$ cat src/rtl/bdl_seq.sv
// bdl_seq: fetches a buffer descriptor from host memory into the BDL register file over the
// Q-bus DMA master and writes status words back. Define BDL_CHAIN_EN to follow chained descriptors.
module bdl_seq #(
  parameter logic [15:0] FLAG_USE = 16'hC000,
  parameter int unsigned TMO      = 255,
  parameter int unsigned MAXCHAIN = 4
) (
  input  logic        wb_clk_i,
  input  logic        wb_rst_n,
  input  logic        cmd_fetch_i,
  input  logic        cmd_stat_i,
  input  logic [21:0] base_i,
  output logic        busy_o,
  output logic        done_o,
  output logic        valid_o,
  output logic [1:0]  err_o,
  output logic [21:0] desc_adr_o,
  output logic        dma_req_o,
  output logic        dma_we_o,
  output logic [21:0] dma_adr_o,
  output logic [15:0] dma_dat_o,
  input  logic [15:0] dma_dat_i,
  input  logic        dma_ack_i,
  output logic        bdl_stb_o,
  output logic        bdl_we_o,
  output logic [2:0]  bdl_adr_o,
  output logic [15:0] bdl_dat_o,
  input  logic [15:0] bdl_dat_i
);

  typedef enum logic [3:0] {
    StIdle, StFlag, StRd1, StRd2, StRd3, StCheck, StSrd4, StSwr4, StSrd5, StSwr5, StFin
  } state_e;

  state_e state_q, state_d;

  logic        req_q, we_q;
  logic [21:0] adr_q;
  logic [15:0] dat_q;
  logic [7:0]  tmo_q;
  logic        ph_q;
  logic        v_q, c_q;
  logic [15:0] sdat_q;
  logic [21:0] desc_q;
  logic [1:0]  err_q;
  logic        valid_q;
  logic        bdl_stb_q, bdl_we_q;
  logic [2:0]  bdl_adr_q;
  logic [15:0] bdl_dat_q;

  logic        dma_state, issue, acked, tmo_hit, srd, start_fetch, start_stat;
  logic        issue_we;
  logic [21:0] issue_adr;
  logic [15:0] issue_dat;
  logic        chain_go;
  logic [21:0] chain_adr;
  logic [1:0]  chain_err;

  assign dma_state   = state_q inside {StFlag, StRd1, StRd2, StRd3, StSwr4, StSwr5};
  assign srd         = state_q inside {StSrd4, StSrd5};
  // A request is issued on the first cycle of each DMA state; req_q is always low on entry.
  assign issue       = dma_state & ~req_q;
  assign acked       = req_q & dma_ack_i;
  assign tmo_hit     = req_q & ~dma_ack_i & (tmo_q == 8'd1);
  assign start_fetch = (state_q == StIdle) & cmd_fetch_i;
  assign start_stat  = (state_q == StIdle) & ~cmd_fetch_i & cmd_stat_i;

`ifdef BDL_CHAIN_EN
  localparam int unsigned CntW = $clog2(MAXCHAIN + 1);

  logic [CntW-1:0] hops_q;
  logic [5:0]      nxt_hi_q;
  logic [14:0]     nxt_lo_q;

  assign chain_go  = v_q & c_q & (hops_q != CntW'(MAXCHAIN));
  assign chain_adr = {nxt_hi_q, nxt_lo_q, 1'b0};
  assign chain_err = 2'b10;

  always_ff @(posedge wb_clk_i or negedge wb_rst_n) begin
    if (!wb_rst_n) begin
      hops_q   <= '0;
      nxt_hi_q <= '0;
      nxt_lo_q <= '0;
    end else begin
      if (start_fetch) begin
        hops_q <= '0;
      end else if ((state_q == StCheck) && chain_go) begin
        hops_q <= hops_q + 1'b1;
      end
      if (acked && (state_q == StRd1)) nxt_hi_q <= dma_dat_i[5:0];
      if (acked && (state_q == StRd2)) nxt_lo_q <= dma_dat_i[15:1];
    end
  end
`else
  logic unused_maxchain;

  assign chain_go        = 1'b0;
  assign chain_adr       = desc_q;
  assign chain_err       = 2'b11;
  assign unused_maxchain = |MAXCHAIN;
`endif

  // State register
  always_ff @(posedge wb_clk_i or negedge wb_rst_n) begin
    if (!wb_rst_n) begin
      state_q <= StIdle;
    end else begin
      state_q <= state_d;
    end
  end

  // Next-state logic
  always_comb begin
    state_d = state_q;
    unique case (state_q)
      StIdle: begin
        if (cmd_fetch_i) begin
          state_d = StFlag;
        end else if (cmd_stat_i) begin
          state_d = StSrd4;
        end
      end
      StFlag:  if (acked) state_d = StRd1;   else if (tmo_hit) state_d = StFin;
      StRd1:   if (acked) state_d = StRd2;   else if (tmo_hit) state_d = StFin;
      StRd2:   if (acked) state_d = StRd3;   else if (tmo_hit) state_d = StFin;
      StRd3:   if (acked) state_d = StCheck; else if (tmo_hit) state_d = StFin;
      StCheck: state_d = chain_go ? StFlag : StFin;
      StSrd4:  if (ph_q) state_d = StSwr4;
      StSwr4:  if (acked) state_d = StSrd5;  else if (tmo_hit) state_d = StFin;
      StSrd5:  if (ph_q) state_d = StSwr5;
      StSwr5:  if (acked || tmo_hit) state_d = StFin;
      StFin:   state_d = StIdle;
      default: state_d = StIdle;
    endcase
  end

  // Outputs decoded from state
  always_comb begin
    busy_o = (state_q != StIdle);
    done_o = (state_q == StFin);
  end

  // Host transfer parameters for the request issued in the current state
  always_comb begin
    issue_we  = 1'b0;
    issue_adr = desc_q;
    issue_dat = 16'h0000;
    unique case (state_q)
      StFlag: begin
        issue_we  = 1'b1;
        issue_dat = FLAG_USE;
      end
      StRd1:  issue_adr = desc_q + 22'd2;
      StRd2:  issue_adr = desc_q + 22'd4;
      StRd3:  issue_adr = desc_q + 22'd6;
      StSwr4: begin
        issue_we  = 1'b1;
        issue_adr = desc_q + 22'd8;
        issue_dat = sdat_q;
      end
      StSwr5: begin
        issue_we  = 1'b1;
        issue_adr = desc_q + 22'd10;
        issue_dat = sdat_q;
      end
      default: ;
    endcase
  end

  // DMA channel and timeout
  always_ff @(posedge wb_clk_i or negedge wb_rst_n) begin
    if (!wb_rst_n) begin
      req_q <= 1'b0;
      we_q  <= 1'b0;
      adr_q <= '0;
      dat_q <= '0;
      tmo_q <= '0;
    end else if (issue) begin
      req_q <= 1'b1;
      we_q  <= issue_we;
      adr_q <= issue_adr;
      dat_q <= issue_dat;
      tmo_q <= 8'(TMO);
    end else if (acked || tmo_hit) begin
      req_q <= 1'b0;
    end else if (req_q) begin
      tmo_q <= tmo_q - 8'd1;
    end
  end

  // BDL port: writes are strobed on the cycle after the DMA ack
  always_ff @(posedge wb_clk_i or negedge wb_rst_n) begin
    if (!wb_rst_n) begin
      bdl_stb_q <= 1'b0;
      bdl_we_q  <= 1'b0;
      bdl_adr_q <= '0;
      bdl_dat_q <= '0;
      ph_q      <= 1'b0;
      sdat_q    <= '0;
    end else begin
      bdl_stb_q <= 1'b0;
      bdl_we_q  <= 1'b0;
      ph_q      <= srd & ~ph_q;
      if (start_stat) bdl_adr_q <= 3'd4;
      if (srd && ph_q) sdat_q <= bdl_dat_i;
      if (acked) begin
        unique case (state_q)
          StFlag: begin
            bdl_stb_q <= 1'b1;
            bdl_we_q  <= 1'b1;
            bdl_adr_q <= 3'd0;
            bdl_dat_q <= FLAG_USE;
          end
          StRd1, StRd2, StRd3: begin
            bdl_stb_q <= 1'b1;
            bdl_we_q  <= 1'b1;
            bdl_adr_q <= (state_q == StRd1) ? 3'd1 : (state_q == StRd2) ? 3'd2 : 3'd3;
            bdl_dat_q <= dma_dat_i;
          end
          StSwr4:  bdl_adr_q <= 3'd5;
          default: ;
        endcase
      end
    end
  end

  // Descriptor bookkeeping and result flags
  always_ff @(posedge wb_clk_i or negedge wb_rst_n) begin
    if (!wb_rst_n) begin
      desc_q  <= '0;
      v_q     <= 1'b0;
      c_q     <= 1'b0;
      err_q   <= 2'b00;
      valid_q <= 1'b0;
    end else begin
      if (start_fetch) desc_q <= base_i & 22'h3FFFFE;
      if (start_fetch || start_stat) begin
        err_q   <= 2'b00;
        valid_q <= 1'b0;
      end
      if (acked && (state_q == StRd1)) begin
        v_q <= dma_dat_i[15];
        c_q <= dma_dat_i[14];
      end
      if (tmo_hit) begin
        err_q   <= 2'b01;
        valid_q <= 1'b0;
      end
      if (state_q == StCheck) begin
        if (!v_q) begin
          valid_q <= 1'b0;
        end else if (!c_q) begin
          valid_q <= 1'b1;
        end else if (chain_go) begin
          desc_q <= chain_adr;
        end else begin
          err_q   <= chain_err;
          valid_q <= 1'b0;
        end
      end
    end
  end

  assign valid_o    = valid_q;
  assign err_o      = err_q;
  assign desc_adr_o = desc_q;
  assign dma_req_o  = req_q;
  assign dma_we_o   = we_q;
  assign dma_adr_o  = adr_q;
  assign dma_dat_o  = dat_q;
  assign bdl_stb_o  = bdl_stb_q;
  assign bdl_we_o   = bdl_we_q;
  assign bdl_adr_o  = bdl_adr_q;
  assign bdl_dat_o  = bdl_dat_q;

endmodule

$ cat config.mk
export PLATFORM = sky130hd
export DESIGN_NAME = bdl_seq
export DESIGN_NICKNAME = d
export VERILOG_FILES = /design/src/rtl/bdl_seq.sv
export SDC_FILE = /design/constraint.sdc
export NUM_CORES = 1
export LEC_CHECK = 0
export BUFFER_PORTS_ARGS = -buffer_cell sky130_fd_sc_hd__buf_4
export CORE_ASPECT_RATIO = 0.5
export CORE_MARGIN = 2
export CORE_UTILIZATION = 30
export DETAILED_ROUTE_END_ITERATION = 10
export GPL_ROUTABILITY_DRIVEN = 0
export SLEW_MARGIN = 15
export SYNTH_ARGS = -nofsm -noshare
export SYNTH_HDL_FRONTEND = slang
export SYNTH_SLANG_ARGS = --single-unit
$ cat constraint.sdc
create_clock -name wb_clk_i -period 6 [get_ports wb_clk_i]
set_input_delay 1.2 -clock wb_clk_i [delete_from_list [all_inputs] [get_ports wb_clk_i]]
set_output_delay 1.2 -clock wb_clk_i [all_outputs]
set_load 0.005 [all_outputs]
# [Yosys cells after proc, flatten, opt, wreduce, memory -nomap -nowiden]
# Cells that the tools add are included.
[op_classes] addsub=6 n_mux=38 reduce_logical=19 n_eq_ne=16 bitwise_logic=12
[op_table] op="case mux 22 bit (5 select lines)" count=1
[op_table] op="case mux 16 bit (2 select lines)" count=2
[op_table] op="adder 22 x 3 -> 22 bit (second input constant)" count=2
[op_table] op="adder 22 x 4 -> 22 bit (second input constant)" count=2
[op_table] op="two-way mux 4 bit" count=11
[op_table] op="case mux 4 bit (10 select lines)" count=1
[op_table] op="two-way mux 8 bit" count=3
[op_table] op="adder 22 x 2 -> 22 bit (second input constant)" count=1
[op_table] op="equality test 4 x 3 -> 1 bit (second input constant)" count=4
[op_table] op="equality test 4 bit (second input constant)" count=3
[op_table] op="two-way mux 2 bit" count=6
[op_table] op="two-way mux 1 bit" count=11
[op_table] op="case mux 3 bit (3 select lines)" count=1
[op_table] op="bitwise AND 1 bit" count=8
[op_table] op="equality test 4 x 2 -> 1 bit (second input constant)" count=2
[op_table] op="equality test 8 x 1 -> 1 bit (second input constant)" count=1
[op_table] op="nonzero test 2 bit" count=4
[op_table] op="subtractor 8 x 1 -> 8 bit (second input constant)" count=1
[op_table] op="two-way mux 3 bit" count=2
[op_table] op="inequality test 2 bit (second input constant)" count=3
[op_table] op="nonzero test 6 bit" count=1
[op_table] op="OR reduction 3 bit" count=2
[op_table] op="equality test 4 x 1 -> 1 bit (second input constant)" count=1
[op_table] op="logical NOT 4 bit" count=1
[op_table] op="11 further kinds" count=17
[totals] output_inout_bits=88 wordCells=107 inputBits=59 regBits=115

# [Logic depth before layout (Yosys ltp)]
# Gate-level depths: netlist of the first run.
[depth] word_depth=9 depth_mapped=11 mapped_depth_nobuf=9

# [Least setup slack after synthesis of the first run]
# Ideal clock, no wire load.
[synth_path] path_type="reg-to-output" from="register state_q[3]" to="output done_o" stages_incl_launch_ff=5 slack_ps=3517 t_required_ps=4800 arrival_ps=1283 n_path_buf=3 path_cell_list="dfrtp_1 -> buf_2 -> clkbuf_1 -> clkbuf_1 -> and3_1"
[synth_between] elab_chain_cells=1
[synth_rtl] item="start, declared" line="35" source="state_e state_q, state_d;"
[synth_rtl] item="start signal, assigned" line="106" source="state_q <= StIdle;"
[synth_rtl] item="start signal, assigned" line="108" source="state_q <= state_d;"
[synth_rtl] item="equality test 4 bit" line="140" source="done_o = (state_q == StFin);"
[synth_rtl] item="end, declared" line="14" source="output logic done_o,"
# No other way between the ends.

# [Worst setup path after layout of the first run]
[layout_path] from="register state_q[2]" to="register adr_q[21] (netlist: dma_adr_o[21])"
[layout_between] elab_chain_cells=3 elab_cells_between_ends=9 cone_classes="eq/ne: 6; mux: 1; bitwise: 1; reduce/logical: 1"
[layout_rtl] item="equality test 4 x 1 -> 1 bit (tied with other cells)" line="59" source="assign dma_state = state_q inside {StFlag, StRd1, StRd2, StRd3, StSwr4, StSwr5};"
[layout_rtl] item="nonzero test 6 bit" line="59"
[layout_rtl] item="bitwise AND 1 bit" line="62" source="assign issue = dma_state & ~req_q;"
[layout_rtl] item="end signal, assigned" line="181" source="adr_q <= issue_adr;"
[layout_rtl] item="end, declared" line="38" source="logic [21:0] adr_q;"
# Parallel ways exist; a longest one is shown, timed or not.
# A chain may end at the register's enable or synchronous reset.

==> flow_metrics.tcl, run 1 <==
set metrics [dict create \
    drt_wl_total_mm 16.4 \
    grt_max_degree 65 \
    first_global_vias 4864 \
    end_kind "register" \
    grt_overflow 0 \
    io_buffers 143 \
    max_slew_margin_pct 26.0 \
    synth_area_leader_cell "dfrtp_1" \
    timing.final.crit_period_ns 3.62 \
    htreeDepth 4 \
    dp.cells 945 \
    grt_pass1_wl_mm 26.4 \
    maxCapViolCount 0 \
    synth.area.top_cells "dfrtp_1 (49%), mux2_2 (7.1%), a22o_1 (4.2%)" \
    synth_seq_area_share_pct 48.5 \
    final_cells 977 \
    tightest_slew_ns 1.10 \
    min_to "dma_adr_o[13]" \
    hold_class "register to register" \
    clock-root-buffer "clkbuf_16" \
    vdd_drop_max_v 0.000247 \
    dp_slack_ns 2.53 \
    ios 147 \
    tritoncts "yes" \
    num-nets-final 764 \
    clock_skew_ns 0.00828 \
    cp.required_ns 6.26 \
    fillers 1915 \
    n_antenna_cell 0 \
    r2r_start "state_q[2]" \
    setup_slack_ns 2.38 \
    status "finished clean" \
    cp_max_fo 27 \
    wire_per_inst_microns 16.8 \
    r2r_slack_ns 2.38 \
    die-area_sq_mm 0.0208 \
    powerDensity_mw_per_mm2 582 \
    power.leakage_nw 3.39 \
    hp-start "dma_adr_o[13]" \
    hold_path_depth 2 \
    syn_area_sq_mm 0.00588 \
    synth_ff_type "dfrtp_1" \
    setup_viol 0 \
    clk_path_buf_depth 2 \
    drtIter0Drc 396 \
    clk_pin_slew_worst_paths_ns 0.06 \
    reg2reg_to "dma_adr_o[21]" \
    viasPerCell 5.18 \
    netlist.area_leader.share_pct 48.5 \
    synth_warnings 0 \
    synthArstFlopShare_pct 100 \
    final_max_slew_viol_count 0 \
    via_count 5058 \
    finalHoldViolCount 0 \
    post_cts_buffers 0 \
    dp_hpwl_mm 11.3 \
    path_class "register to register" \
    cp-start-kind "register" \
    drtAntennaViolNets 0 \
    core_sq_mm 0.0193 \
    syn2layout_area_growth_pct 31.0 \
    cts_hold_buf 0 \
    cts_buffers 17 \
    synth_edf_count 0 \
    reg2reg_depth 9 \
    clock-sinks 114 \
    avgSynthCellArea_sq_um 10.2 \
    synth_cell_types 76 \
    critPathArrivalTime_ns 3.88 \
    gr-usage-all-layers_pct 16.1 \
    antenna_found_initial 0 \
    drc 0 \
    fin_tns_setup_ns 0 \
    rsz0062_at_grt "false" \
    start_util_pct 30.4 \
    drive_above_1_share_pct 32.1 \
    std_cell_rows 36 \
    die_x_microns 202 \
    syn_inst 574 \
    die_h_microns 103 \
    ctsResizeCount 0 \
    fmax_mhz 276 \
    first_pass_iters 5 \
    period_share_pct 60.4 \
    clock_latency_ns 0.42 \
    synth_seq_cells 114 \
]
## layer usage
metal  vias up  wire (microns)  global-route usage [%]
met5         -               0                       0
met4         0             231                    4.81
met3        19             944                    4.01
met2       194            7980                    26.3
met1      2460            7250                    21.2
li1       2385               -                       -
## synthesized netlist by cell type, types with 3 or more instances
cell type    n
a41oi_1      3
o211ai_1    10
xor2_1       7
o21ai_1      3
a32oi_1      4
nand3_1     19
a31oi_1     10
a21oi_1     24
clkbuf_1    31
nor3b_1      4
buf_4        3
nor3_1       9
a22o_1      28
and3_1       8
a32o_1       3
mux2_2      37
a21o_1       6
o21ai_0     37
nor2b_1      7
buf_2        6
xnor2_1     10
nor2_1      27
ha_1         6
nand4_1      4
and4_1       3
or3_1        6
o22ai_1      3
nand3b_1     6
inv_1       12
o31ai_1      6
nor4_1       6
dfrtp_1    114
nand2b_1     5
nand2_1     48
nand4b_1     3
## how the worst max path moves through the flow
stage	start	end	slack (ns)	depth (start not counted)
finish	state_q[2]	dma_adr_o[21]	2.38	9
global route	state_q[2]	dma_adr_o[21]	2.21	9
CTS	state_q[2]	dma_adr_o[21]	2.49	9
detailed placement	state_q[2]	dma_adr_o[21]	2.53	9
global placement	state_q[2]	dma_adr_o[21]	2.54	9
floorplan	state_q[3]	done_o	3.52	4
## cells by family (layout without fill, tap and decap cells)
logic type      after synthesis  after routing  share of synthesized area (%)
compound gates              168            168                           20.1
simple gates                170            170                           15.4
buf+inv                      58            194                           4.32
mux                          39             39                           7.42
xor+xnor                     17             17                           2.53
flops                       114            114                           48.5
fa+ha+maj                     7              7                           1.62
other cells                   1              2                         0.0638
## placed cells by master, fill, tap and decap left out, types with 12 or more instances in the layout
master	count
a21oi_1	24
a22o_1	28
buf_4	148
clkbuf_16	17
dfrtp_1	114
inv_1	12
mux2_2	37
nand2_1	48
nand3_1	19
nor2_1	27
o21ai_0	37
## registers in the layout (all words and copies together) (netlist names), 2 cells and up
signal      flops
tmo_q           8
bdl_dat_o      16
err_o           2
dma_dat_o      16
bdl_adr_o       3
sdat_q         16
state_q         4
desc_adr_o     21
dma_adr_o      21
## per-stage QoR
step | cell area [sq um] | util, % | power (mW) | hold WS (ns)
floorplan | 5890 | - | 2.67 | 0.446
detailed placement | 7140 | 36.9 | 3.51 | 0.476
global route | 7710 | 39.9 | 4.84 | 0.501
CTS | 7710 | 39.9 | 4.51 | 0.488
finish | 7710 | 39.9 | 4.49 | 0.482
global placement | 7140 | 36.9 | 3.46 | 0.469
## critical path, cell delays in order (launching register included)
cell and delay [ns]:
dfrtp_1 0.92, inv_1 0.31, nand3b_1 0.22, inv_2 0.10
ha_1 0.34, nor2b_1 0.28, o2111ai_1 0.24, a2111oi_0 0.78
xnor2_1 0.19, o21ai_1 0.07
## report_power, final
group          switching, mW  internal, mW
sequential             0.421          1.12
clock                  0.380         0.609
combinational          0.977         0.975
## cell type report
type                            instances  area (sq um)  area share (%)
Timing Repair Buffer                  148          1110            14.4
Sequential cell                       114          2850            37.0
Inverter                               14          55.1           0.714
Multi-Input combinational cell        403          2790            36.1
Clock buffer                           19           433            5.62
Clock inverter                         13           138            1.79
Tap cell                              266           333            4.32
(Power assumes the default switching activity.)
==> inputs of run 2 (changes only) <==
==> constraint.sdc (replaced) <==
create_clock -name wb_clk_i -period 3.5 [get_ports wb_clk_i]
set_input_delay 0.7 -clock wb_clk_i [delete_from_list [all_inputs] [get_ports wb_clk_i]]
set_output_delay 0.7 -clock wb_clk_i [all_outputs]
set_load 0.005 [all_outputs]
==> run 2 against run 1 <==
Against the previous run:
- largest power group unchanged
- total power up 75%
- worst setup slack got worse by 1.9 ns
- utilization rose by 0.54 points
- via count increased by 1.2%
- highest routed layer unchanged
- global-route usage rose by 0.061 points
- clock skew about the same
==> flow_metrics.tcl, run 2 (same netlist as run 1, synthesis figures left out) <==
set metrics [dict create \
    io_buffers 143 \
    tightest_slew_ns 1.08 \
    finalHoldViolCount 0 \
    dp_slack_ns 0.598 \
    drt_wl_total_mm 16.7 \
    viasPerCell 5.19 \
    fin_tns_setup_ns 0 \
    cts_buffers 17 \
    crit_family "compound AO/OA/AOI/OAI gates" \
    power.total_mw 7.84 \
    syn2layout_area_growth_pct 32.8 \
    critPathArrivalTime_ns 3.29 \
    cp.required_ns 3.77 \
    drc 0 \
    setup_slack_ns 0.478 \
    maxCapViolCount 0 \
    ctsResizeCount 0 \
    die_x_microns 202 \
    final_area_sq_mm 0.00781 \
    grt_pass1_wl_mm 26.3 \
    clock_latency_ns 0.42 \
    n_antenna_cell 0 \
    std_cell_rows 36 \
    path_class "register to register" \
    status "finished clean" \
    cts_hold_buf 0 \
    drive_above_1_share_pct 33.2 \
    dp_hpwl_mm 11.7 \
    core_sq_mm 0.0193 \
    cp-start-kind "register" \
    grt_max_degree 61 \
    clock-sinks 114 \
    cp_max_fo 15 \
    clock-root-buffer "clkbuf_16" \
    setup_viol 0 \
    path_cells "buf_4 > nor2_1 > nand2_4 > fa_1 > nor2b_1 > o2111ai_1 > a2111oi_0 > xnor2_1 > o21ai_1" \
    num-nets-final 773 \
    hold_class "input pin to asynchronous set/reset pin" \
    crit_path_top_delay_cell "a2111oi_0" \
    clk_pin_slew_worst_paths_ns 0.06 \
    period_share_pct 86.3 \
    postPlaceCellArea_sq_mm 0.00722 \
    die_h_microns 103 \
    drtIter0Drc 318 \
    end_kind "register" \
    final_cell_mix "buf_4 (156), dfrtp_1 (114), nand2_1 (48)" \
    antenna_found_initial 0 \
    gr-usage-all-layers_pct 16.1 \
    grt_overflow 0 \
    die-area_sq_mm 0.0208 \
    fmax_mhz 331 \
    vdd_drop_max_v 0.000417 \
    timing.final.crit_period_ns 3.02 \
    start_util_pct 30.4 \
    fillers 1925 \
    first_global_vias 4897 \
    htreeDepth 4 \
    ios 147 \
    tritoncts "yes" \
    via_count 5121 \
    final_common_cell "buf_4" \
    rsz0062_at_grt "false" \
    clk_path_buf_depth 2 \
    power.leakage_nw 3.46 \
    drtAntennaViolNets 0 \
    max_slew_margin_pct 27.5 \
    powerDensity_mw_per_mm2 1000 \
    final_max_slew_viol_count 0 \
    post_cts_buffers 0 \
    first_pass_iters 5 \
    critPathMaxStageDelay_ns 0.78 \
    clock_skew_ns 0.00823 \
    wire_per_inst_microns 17.0 \
    cp_num_buf_inv 1 \
]
run 2: changes by cell type in the layout (fill, tap and decap cells not counted), sizes merged:
cell      previous run  this run
buf                148       157
inv                 15        18
clkinvlp             6         5
clkinv               4         3
clkbuf              19        18
run 2: metal layers:
| metal | share of wire [%] | vias to the layer above | GRT usage, % |
|---|---|---|---|
| li1 | - | 2394 | - |
| met1 | 45 | 2544 | 20.9 |
| met2 | 49 | 158 | 26.8 |
| met3 | 5.0 | 25 | 3.79 |
| met4 | 1.6 | 0 | 5.66 |
| met5 | 0 | - | 0 |
run 2: final timing paths:
check	endpoint	startpoint	cells after the start	slack, ns
min	ph_q	wb_rst_n	1	0.38
min in group wb_clk_i	dma_adr_o[5]	dma_adr_o[5]	2	0.48
max in group asynchronous	desc_adr_o[12]	wb_rst_n	2	2.35
max	dma_adr_o[21]	state_q[1]	9	0.48
min reg2reg	dma_adr_o[5]	dma_adr_o[5]	2	0.48
max reg2reg	dma_adr_o[21]	state_q[1]	9	0.48
run 2: power breakdown:
group,switching (mW),internal (mW)
logic,1.81,1.73
registers,0.616,1.93
clock network,0.687,1.07
total,3.11,4.73
run 2: worst register-to-register path: stages (launching register included):
cell and delay [ns]:
dfrtp_1 0.39, buf_4 0.19, nor2_1 0.25, nand2_4 0.10, fa_1 0.41, nor2b_1 0.25
o2111ai_1 0.23, a2111oi_0 0.78, xnor2_1 0.20, o21ai_1 0.08
run 2: final cells by class:
cell class	count	area [sq um]	area share (%)
flip-flops and latches	114	2850	36.5
clock buffers	18	439	5.62
clock inverters	14	155	1.99
repair buffers	157	1190	15.2
inverters	14	55.1	0.705
well taps	266	333	4.26
multi-input cells	403	2790	35.7
run 2: stage by stage:
step | hold slack (ns) | util [%] | std cells
final | 0.380 | 40.4 | 986
after global routing | 0.445 | 40.4 | 986
after CTS | 0.398 | 40.4 | 986
after detailed placement | 0.476 | 37.3 | 954
after global placement | 0.469 | 37.3 | 954
after floorplan | 0.404 | - | 575
==> inputs of run 3 (changes only) <==
--- a/config.mk
+++ b/config.mk
@@ -11,6 +11,7 @@
 export CORE_UTILIZATION = 30
 export DETAILED_ROUTE_END_ITERATION = 10
 export GPL_ROUTABILITY_DRIVEN = 0
+export REMOVE_ABC_BUFFERS = 1
 export SLEW_MARGIN = 15
 export SYNTH_ARGS = -nofsm -noshare
 export SYNTH_HDL_FRONTEND = slang
==> run 3 against run 2 <==
Against the previous run:
- largest power group unchanged
- global-route usage decreased by 0.66 points
- non-clock buffer count stayed put
- sequential share of layout area increased by 0.076 points
==> flow_metrics.tcl, run 3 (same netlist as run 1, synthesis figures left out) <==
set metrics [dict create \
    status "finished clean" \
    crit_family "simple AND/OR/NAND/NOR gates" \
    first_pass_iters 5 \
    critPathMaxStageDelay_ns 0.48 \
    drtAntennaViolNets 0 \
    die_x_microns 202 \
    clock-root-buffer "clkbuf_16" \
    die_h_microns 103 \
    cts_hold_buf 0 \
    cp-start-kind "register" \
    std_cell_rows 36 \
    clockPowerShare_pct 22.2 \
    ctsResizeCount 0 \
    clock_skew_ns 0.0101 \
    timing.final.crit_period_ns 2.80 \
    antenna_found_initial 0 \
    crit_path_end "dma_adr_o[19]" \
    final_util_pct 40.3 \
    power.total_mw 7.78 \
    cp_num_buf_inv 1 \
    vdd_drop_max_v 0.000421 \
    path_class "register to register" \
    reg2reg_to "dma_adr_o[19]" \
    path_cells "buf_4 > nor2b_4 > nand2_4 > fa_1 > nor2b_1 > o211ai_1 > a32o_1 > or4_1 > a31oi_1" \
    drive_above_1_share_pct 32.6 \
    critPathArrivalTime_ns 3.14 \
    fmax_mhz 357 \
    die-area_sq_mm 0.0208 \
    power_frac_comb_pct 45.1 \
    drt_wl_total_mm 16.1 \
    path_depth 9 \
    grt_overflow 0 \
    via_count 5025 \
    crit_path_top_delay_cell "or4_1" \
    power_switching_mw 3.06 \
    p_sw_share_pct 39.3 \
    post_cts_buffers 0 \
    gr-usage-all-layers_pct 15.5 \
    drc 0 \
    viasPerCell 5.10 \
    tightest_slew_ns 1.07 \
    end_kind "register" \
    cp.required_ns 3.84 \
    tritoncts "yes" \
    final_max_slew_viol_count 0 \
    n_antenna_cell 0 \
    grt_pass1_wl_mm 25.2 \
    num-nets-final 773 \
    period_share_pct 80.1 \
    p_seq_share_pct 32.7 \
    hold-worst-slack_ns 0.185 \
    io_buffers 143 \
    power.leakage_nw 3.46 \
    start_util_pct 30.4 \
    clk_pin_slew_worst_paths_ns 0.06 \
    reg2reg_depth 9 \
    ios 147 \
    powerDensity_mw_per_mm2 999 \
    r2r_slack_ns 0.70 \
    internal-power_mw 4.73 \
    cp-startpoint "state_q[2]" \
    first_global_vias 4616 \
    clock_latency_ns 0.42 \
    syn2layout_area_growth_pct 32.5 \
    dp_hpwl_mm 11.5 \
    clock-sinks 114 \
    setup_viol 0 \
    max_slew_margin_pct 28.4 \
    hold_class "input pin to asynchronous set/reset pin" \
    final_cell_mix "buf_4 (156), dfrtp_1 (114), nand2_1 (48)" \
    drtIter0Drc 333 \
    core_sq_mm 0.0193 \
    maxCapViolCount 0 \
    finalHoldViolCount 0 \
    final_common_cell "buf_4" \
    fin_tns_setup_ns 0 \
    clk_path_buf_depth 2 \
    r2r_start "state_q[2]" \
    grt_max_degree 56 \
    cp_max_fo 14 \
    rsz0062_at_grt "false" \
    wire_per_inst_microns 16.3 \
    cts_buffers 17 \
    htreeDepth 4 \
]
## run 3: power groups by stage
stage / Clock, mW / Sequential, mW / Combinational (mW)
2_1_floorplan: 0 / 2.51 / 1.90
3_3_place_gp: 0 / 2.54 / 3.48
3_5_place_dp: 0 / 2.56 / 3.53
4_1_cts: 1.77 / 2.55 / 3.54
5_1_grt: 1.84 / 2.65 / 3.86
6_report: 1.73 / 2.54 / 3.51
## run 3: stage by stage
| step | instance area (sq um) | cells | worst slack (ns) |
|---|---|---|---|
| 6_report | 7790 | 986 | 0.696 |
| 5_1_grt | 7790 | 986 | 0.424 |
| 4_1_cts | 7790 | 986 | 0.704 |
| 2_1_floorplan | 5690 | 531 | 0.649 |
| 3_3_place_gp | 7220 | 954 | 0.750 |
| 3_5_place_dp | 7220 | 954 | 0.720 |
## run 3: per-layer routing
layer | vias to the layer above | GRT usage (%) | share of wire, % | wire, microns
li1 | 2396 | - | - | -
met1 | 2474 | 21.0 | 46 | 7460
met2 | 134 | 24.1 | 47 | 7540
met3 | 21 | 4.42 | 5.6 | 893
met4 | 0 | 4.64 | 1.2 | 191
met5 | - | 0 | 0 | 0
## run 3: how the worst min path moves through the flow
stage	from	endpoint	depth (start not counted)
after floorplan	wb_rst_n	bdl_adr_o[0]	0
after global placement	sdat_q[0]	dma_dat_o[0]	1
after detailed placement	dma_adr_o[15]	dma_adr_o[15]	2
after CTS	wb_rst_n	dma_dat_o[5]	1
after global routing	wb_rst_n	dma_dat_o[5]	1
final	wb_rst_n	dma_dat_o[5]	1
## run 3: area by class of cell
| type | instances | area, sq um |
|---|---|---|
| Clock buffer | 21 | 450 |
| Clock inverter | 11 | 129 |
| Fill cell | 1888 | 11500 |
| Inverter | 14 | 55.1 |
| Multi-Input combinational cell | 403 | 2780 |
| Sequential cell | 114 | 2850 |
| Tap cell | 266 | 333 |
| Timing Repair Buffer | 157 | 1190 |
